File: config.mk
export PLATFORM = sky130hd
export DESIGN_NAME = pipe_ctrl
export DESIGN_NICKNAME = d
export VERILOG_FILES = /design/src/rtl/pipe_ctrl_pkg.sv /design/src/rtl/pipe_ctrl_perf.sv /design/src/rtl/pipe_ctrl.sv
export SDC_FILE = /design/constraint.sdc
export NUM_CORES = 1
export LEC_CHECK = 0
export ABC_AREA = 1
export CAP_MARGIN = 20
export CORE_MARGIN = 2
export CORE_UTILIZATION = 25
export CTS_CLUSTER_SIZE = 20
export DETAILED_ROUTE_END_ITERATION = 12
export GPL_ROUTABILITY_DRIVEN = 0
export SYNTH_ARGS = -nofsm -noshare
export SYNTH_HDL_FRONTEND = slang
export SYNTH_SLANG_ARGS = --single-unit
File: constraint.sdc
create_clock -name clk -period 3.8 [get_ports clk]
set_input_delay 0.76 -clock clk [delete_from_list [all_inputs] [get_ports clk]]
set_output_delay 0.76 -clock clk [all_outputs]
set_load 0.01 [all_outputs]
File: src/rtl/pipe_ctrl_pkg.sv
// Shared types and widths for the pipeline control unit.
package pipe_ctrl_pkg;

  localparam int unsigned WCNT_W = 8;
  localparam int unsigned PERF_W = 32;

  typedef enum logic {
    RUN      = 1'b0,
    MEM_WAIT = 1'b1
  } state_t;

  // Increment that sticks at all-ones instead of wrapping.
  function automatic logic [PERF_W-1:0] sat_inc(input logic [PERF_W-1:0] v);
    return (&v) ? v : v + PERF_W'(1);
  endfunction

endpackage

File: src/rtl/pipe_ctrl_perf.sv
// Saturating stall / redirect-flush performance counters.
module pipe_ctrl_perf
  import pipe_ctrl_pkg::*;
(
  input  logic              clk,
  input  logic              rst,
  input  logic              stall_inc,
  input  logic              flush_inc,
  output logic [PERF_W-1:0] stall_cnt,
  output logic [PERF_W-1:0] flush_cnt
);

  always_ff @(posedge clk) begin
    if (rst) begin
      stall_cnt <= '0;
      flush_cnt <= '0;
    end else begin
      if (stall_inc) stall_cnt <= sat_inc(stall_cnt);
      if (flush_inc) flush_cnt <= sat_inc(flush_cnt);
    end
  end

endmodule

File: src/rtl/pipe_ctrl.sv
// Hazard/stall/flush control for the 5-stage pipeline registers.
// Performance counters are built only when PIPE_CTRL_PERF_EN is defined.
module pipe_ctrl
  import pipe_ctrl_pkg::*;
#(
  parameter int unsigned XLEN_REG = 5,
  parameter int unsigned WAIT_MAX = 255
) (
  input  logic                clk,
  input  logic                rst,
  input  logic [XLEN_REG-1:0] id_rs1,
  input  logic [XLEN_REG-1:0] id_rs2,
  input  logic                id_rs1_used,
  input  logic                id_rs2_used,
  input  logic                ex_is_load,
  input  logic [XLEN_REG-1:0] ex_rd,
  input  logic                ex_redirect,
  input  logic                imem_ready,
  input  logic                mem_req,
  input  logic                mem_ack,
  output logic                pc_en,
  output logic                fd_en,
  output logic                fd_flush,
  output logic                dx_en,
  output logic                dx_flush,
  output logic                xm_en,
  output logic                mw_en,
  output logic                mw_flush,
  output logic                busy,
  output logic                mem_timeout,
  output logic [PERF_W-1:0]   stall_cnt,
  output logic [PERF_W-1:0]   flush_cnt
);

  state_t            state;
  state_t            state_nxt;
  logic [WCNT_W-1:0] wcnt;
  logic [WCNT_W-1:0] wcnt_nxt;
  logic              timeout_set;
  logic              lu;
  logic              wait_hit;
  logic              freeze;

  assign lu = ex_is_load && (ex_rd != '0) &&
              ((id_rs1_used && (id_rs1 == ex_rd)) ||
               (id_rs2_used && (id_rs2 == ex_rd)));

  assign wait_hit = (wcnt == WCNT_W'(WAIT_MAX));

  // Whole pipe holds while a data access is outstanding; the timeout cycle releases.
  assign freeze = (state == RUN) ? (mem_req && !mem_ack)
                                 : (!mem_ack && !wait_hit);

  always_ff @(posedge clk) begin
    if (rst) begin
      state       <= RUN;
      wcnt        <= '0;
      mem_timeout <= 1'b0;
    end else begin
      state <= state_nxt;
      wcnt  <= wcnt_nxt;
      if (timeout_set) mem_timeout <= 1'b1;
    end
  end

  always_comb begin
    state_nxt   = state;
    wcnt_nxt    = '0;
    timeout_set = 1'b0;
    case (state)
      RUN: begin
        if (freeze) begin
          state_nxt = MEM_WAIT;
          wcnt_nxt  = WCNT_W'(1);
        end
      end
      MEM_WAIT: begin
        if (freeze) begin
          wcnt_nxt = wcnt + WCNT_W'(1);
        end else begin
          state_nxt   = RUN;
          timeout_set = !mem_ack;
        end
      end
      default: state_nxt = RUN;
    endcase
  end

  always_comb begin
    pc_en    = 1'b1;
    fd_en    = 1'b1;
    fd_flush = 1'b0;
    dx_en    = 1'b1;
    dx_flush = 1'b0;
    xm_en    = 1'b1;
    mw_en    = 1'b1;
    mw_flush = 1'b0;
    busy     = 1'b0;
    if (rst) begin
      pc_en    = 1'b0;
      fd_en    = 1'b0;
      fd_flush = 1'b1;
      dx_en    = 1'b0;
      dx_flush = 1'b1;
      xm_en    = 1'b0;
      mw_en    = 1'b0;
      mw_flush = 1'b1;
    end else begin
      busy = (state == MEM_WAIT);
      if (freeze) begin
        pc_en    = 1'b0;
        fd_en    = 1'b0;
        dx_en    = 1'b0;
        xm_en    = 1'b0;
        mw_en    = 1'b0;
        mw_flush = 1'b1;
      end else if (ex_redirect) begin
        fd_flush = 1'b1;
        dx_flush = 1'b1;
      end else if (lu) begin
        pc_en    = 1'b0;
        fd_en    = 1'b0;
        dx_flush = 1'b1;
      end else if (!imem_ready) begin
        pc_en    = 1'b0;
        fd_flush = 1'b1;
      end
    end
  end

`ifdef PIPE_CTRL_PERF_EN
  logic stall_inc;
  logic flush_inc;

  assign stall_inc = !rst && !pc_en;
  assign flush_inc = !rst && !freeze && ex_redirect;

  pipe_ctrl_perf u_perf (
    .clk       (clk),
    .rst       (rst),
    .stall_inc (stall_inc),
    .flush_inc (flush_inc),
    .stall_cnt (stall_cnt),
    .flush_cnt (flush_cnt)
  );
`else
  assign stall_cnt = '0;
  assign flush_cnt = '0;
`endif

endmodule

==> summary.txt <==
Synth
  • Ys Warns: 0
  • Post-synthesis sequential area ratio: between 10% and 20%
  • Syn Area/Cell: 6.67 sq um
  • Synth unique cells: 26
  • Seq cells post-synth: 10
  • Synthesized area: 0.00125 sq mm
  • Syn Inst Count: around 190

Pwr
  • P_leak: 0.779 nW
  • Peak VDD IR: 0.0000749 V
  • Pwr per Cell Area: 234 mW/mm^2

Setup path
  • Most used cell, CP: nand2_1
  • Slowest cell delay on critical path: 560 ps
  • Worst EP required: 3040 ps
  • CP max FO: 4
  • Reg2reg setup slack: 2440 ps
  • Bufs and invs on worst path: 3
  • Worst setup SP type: input port
  • Crit path capture type: primary output
  • Slowest-stage cell, CP: clkdlybuf4s50_1
  • Cell Chain, Critical Path: clkdlybuf4s50_1 -> inv_1 -> nand2_1 -> nand2_1 -> nor2_1 -> nand3_1 -> nand2_1 -> nand2_1 -> a21oi_1 -> clkdlybuf4s50_1
  • Worst R2R End: wcnt[2]$_SDFF_PP0_
  • Reg-to-reg startpoint: wcnt[0]$_SDFF_PP0_
  • Critical path arrival: roughly 2500 ps
  • Worst Setup Path Type: input port to primary output
  • Family with the most delay on the worst path: buffers and inverters
  • Register-to-Register Path Depth: 7

STA
  • Fmax: between 0.3 and 0.4 GHz
  • Hold slack final: 461 ps
  • Setup total negative slack: 0 ps
  • Final period util: 86.0%
  • # setup viols final: 0
  • Final Hold Fails: 0
  • RSZ-0062 raised after global routing: no
  • Min Tclk post-route: ~3300 ps
  • Clock skew: around 2.4 ps
  • Slew Limit Fails: 0

Flow run
  • Max-Cap Viols: 0

Routing
  • Post-Route WL: 2000 microns
  • Via count: 977
  • Post-route ant nets: 0
  • Post-DR vias/cell: 3.38
  • First-pass DRT Iterations: 4
  • DRC: 0
  • Wirelength per Cell: 6.90 microns
  • 1st-iter DRT viols: 39

CTS
  • Worst-path clk slew: 50 ps
  • H-tree levels: 1
  • Cts hold-fix bufs: 0
  • Root Driver: clkbuf_8
  • Clk sinks: 10
  • Post-CTS setup buffers: 0
  • CTS tree: built
  • Clock latency on the worst-skew pair: 230 ps
  • CTS max path bufs: 2
  • # resized after CTS: 0
  • TritonCTS Buffers: 3

GRT
  • GRT overflow: 0
  • Largest net degree at the start of global routing: 8
  • Tot GR Track Use: under 10%
  • First-pass GRT wire length: 2760 microns
  • Vias in the first global route: 699
  • Initial antenna violation count: 0

Finish
  • FF+latch area: 200 sq um
  • Layout area overhead: 16.8%
  • Layout cells sized above 1: 8.11%
  • Multi-input logic area: between 700 and 800 sq um
  • Most frequent cells in the layout: conb_1 (64), nand2_1 (39), clkdlybuf4s50_1 (33)
  • Commonest non-fill, non-tap cell in the layout: conb_1
  • N_diodes: 0
  • Nets: between 200 and 250
  • Filler cell count: between 500 and 600

Floorplanning
  • Number of I/O pins: 98
  • FP Rows: 25
  • Starting density of the core: 26.2%
  • Die Wd: 74.8 microns
  • Die Ht: around 75 microns
  • Core area: approximately 0.0048 sq mm
  • Die Area: 0.00560 sq mm

Worst hold path
  • Min-Delay Endpoint: mem_timeout$_SDFFE_PP0P_
  • Worst hold start: mem_timeout$_SDFFE_PP0P_
  • Hold depth: 1
  • HP Class: register to register

Placed design
  • I/O Buffers: 33
  • HPWL after detailed placement: around 1700 microns

Run status
  • Outcome: finished clean
-- area by class of cell --
type,instances,share of cell area (%)
clock buffers,4,3.76
inverters,24,6.15
multi-input cells,151,48.1
flip-flops and latches,10,13.7
well taps,67,5.73
repair buffers,33,22.6
-- synthesized netlist by cell type --
master	number	share of area, %
nor2_4	1	0.90
xnor2_1	2	1.4
nor3_2	1	0.80
nand2_2	2	1.0
inv_1	23	6.9
nor2_1	19	5.7
xor2_1	2	1.4
nand3b_4	2	3.2
ha_1	1	1.0
or2_2	1	0.50
nand3_1	4	1.6
nand4_1	2	1.0
buf_4	66	40
dfxtp_1	10	16
nand2_1	39	12
conb_1	1	0.30
nand3_2	2	1.6
a21oi_2	2	1.4
or2_1	1	0.50
nand2_4	1	0.90
a211oi_1	1	0.60
inv_2	1	0.30
o21a_1	1	0.60
nor2_2	1	0.50
a21oi_1	1	0.40
o21ai_0	1	0.40
-- cells by family after synthesis --
kind of cell / Yosys count / synth area share [%]
AO/OA/AOI/OAI: 6 / 3.39
other: 1 / 0.299
buffers and inverters: 90 / 46.7
flip-flops: 10 / 16.0
XOR/XNOR: 4 / 2.79
AND/OR/NAND/NOR: 76 / 29.8
adder cells (fa/ha/maj): 1 / 0.998
-- per-stage QoR --
step	utilization, %	power [W]	setup slack [ps]	std cells	cell area [sq um]
floorplan	-	0.000218	1490	251	1490
global placement	29.4	0.000211	513	285	1410
detailed placement	29.4	0.000211	523	285	1410
CTS	30.6	0.000346	516	289	1460
global route	30.6	0.000360	361	289	1460
finish	30.6	0.000343	533	289	1460
-- sequential cells by signal, indices dropped and copies added, names as in the netlist --
| register | count |
|---|---|
| wcnt | 8 |
| state | 1 |
| mem_timeout | 1 |
-- worst max path at each step --
stage,end,depth (start not counted),from
final,dx_flush,10,ex_rd[4]
after global routing,dx_flush,10,ex_rd[4]
after CTS,dx_flush,10,ex_rd[4]
after detailed placement,dx_flush,10,ex_rd[4]
after global placement,dx_flush,10,ex_rd[4]
after floorplan,pc_en,6,mem_req
-- power by group --
part           switching, W  leakage, nW  internal (W)
clock network     0.0000417       0.0288     0.0000911
logic             0.0000594        0.669     0.0000428
registers        0.00000179       0.0809      0.000106
total              0.000103        0.779      0.000240
-- metal layers --
metal / track usage (%) / part of all wire, % / routed length [microns]
met5: 0 / 0 / 0
met4: 2.98 / 0 / 0
met3: 0.669 / 12 / 243
met2: 11.5 / 50 / 998
met1: 7.18 / 38 / 753
(Power assumes the default switching activity.)
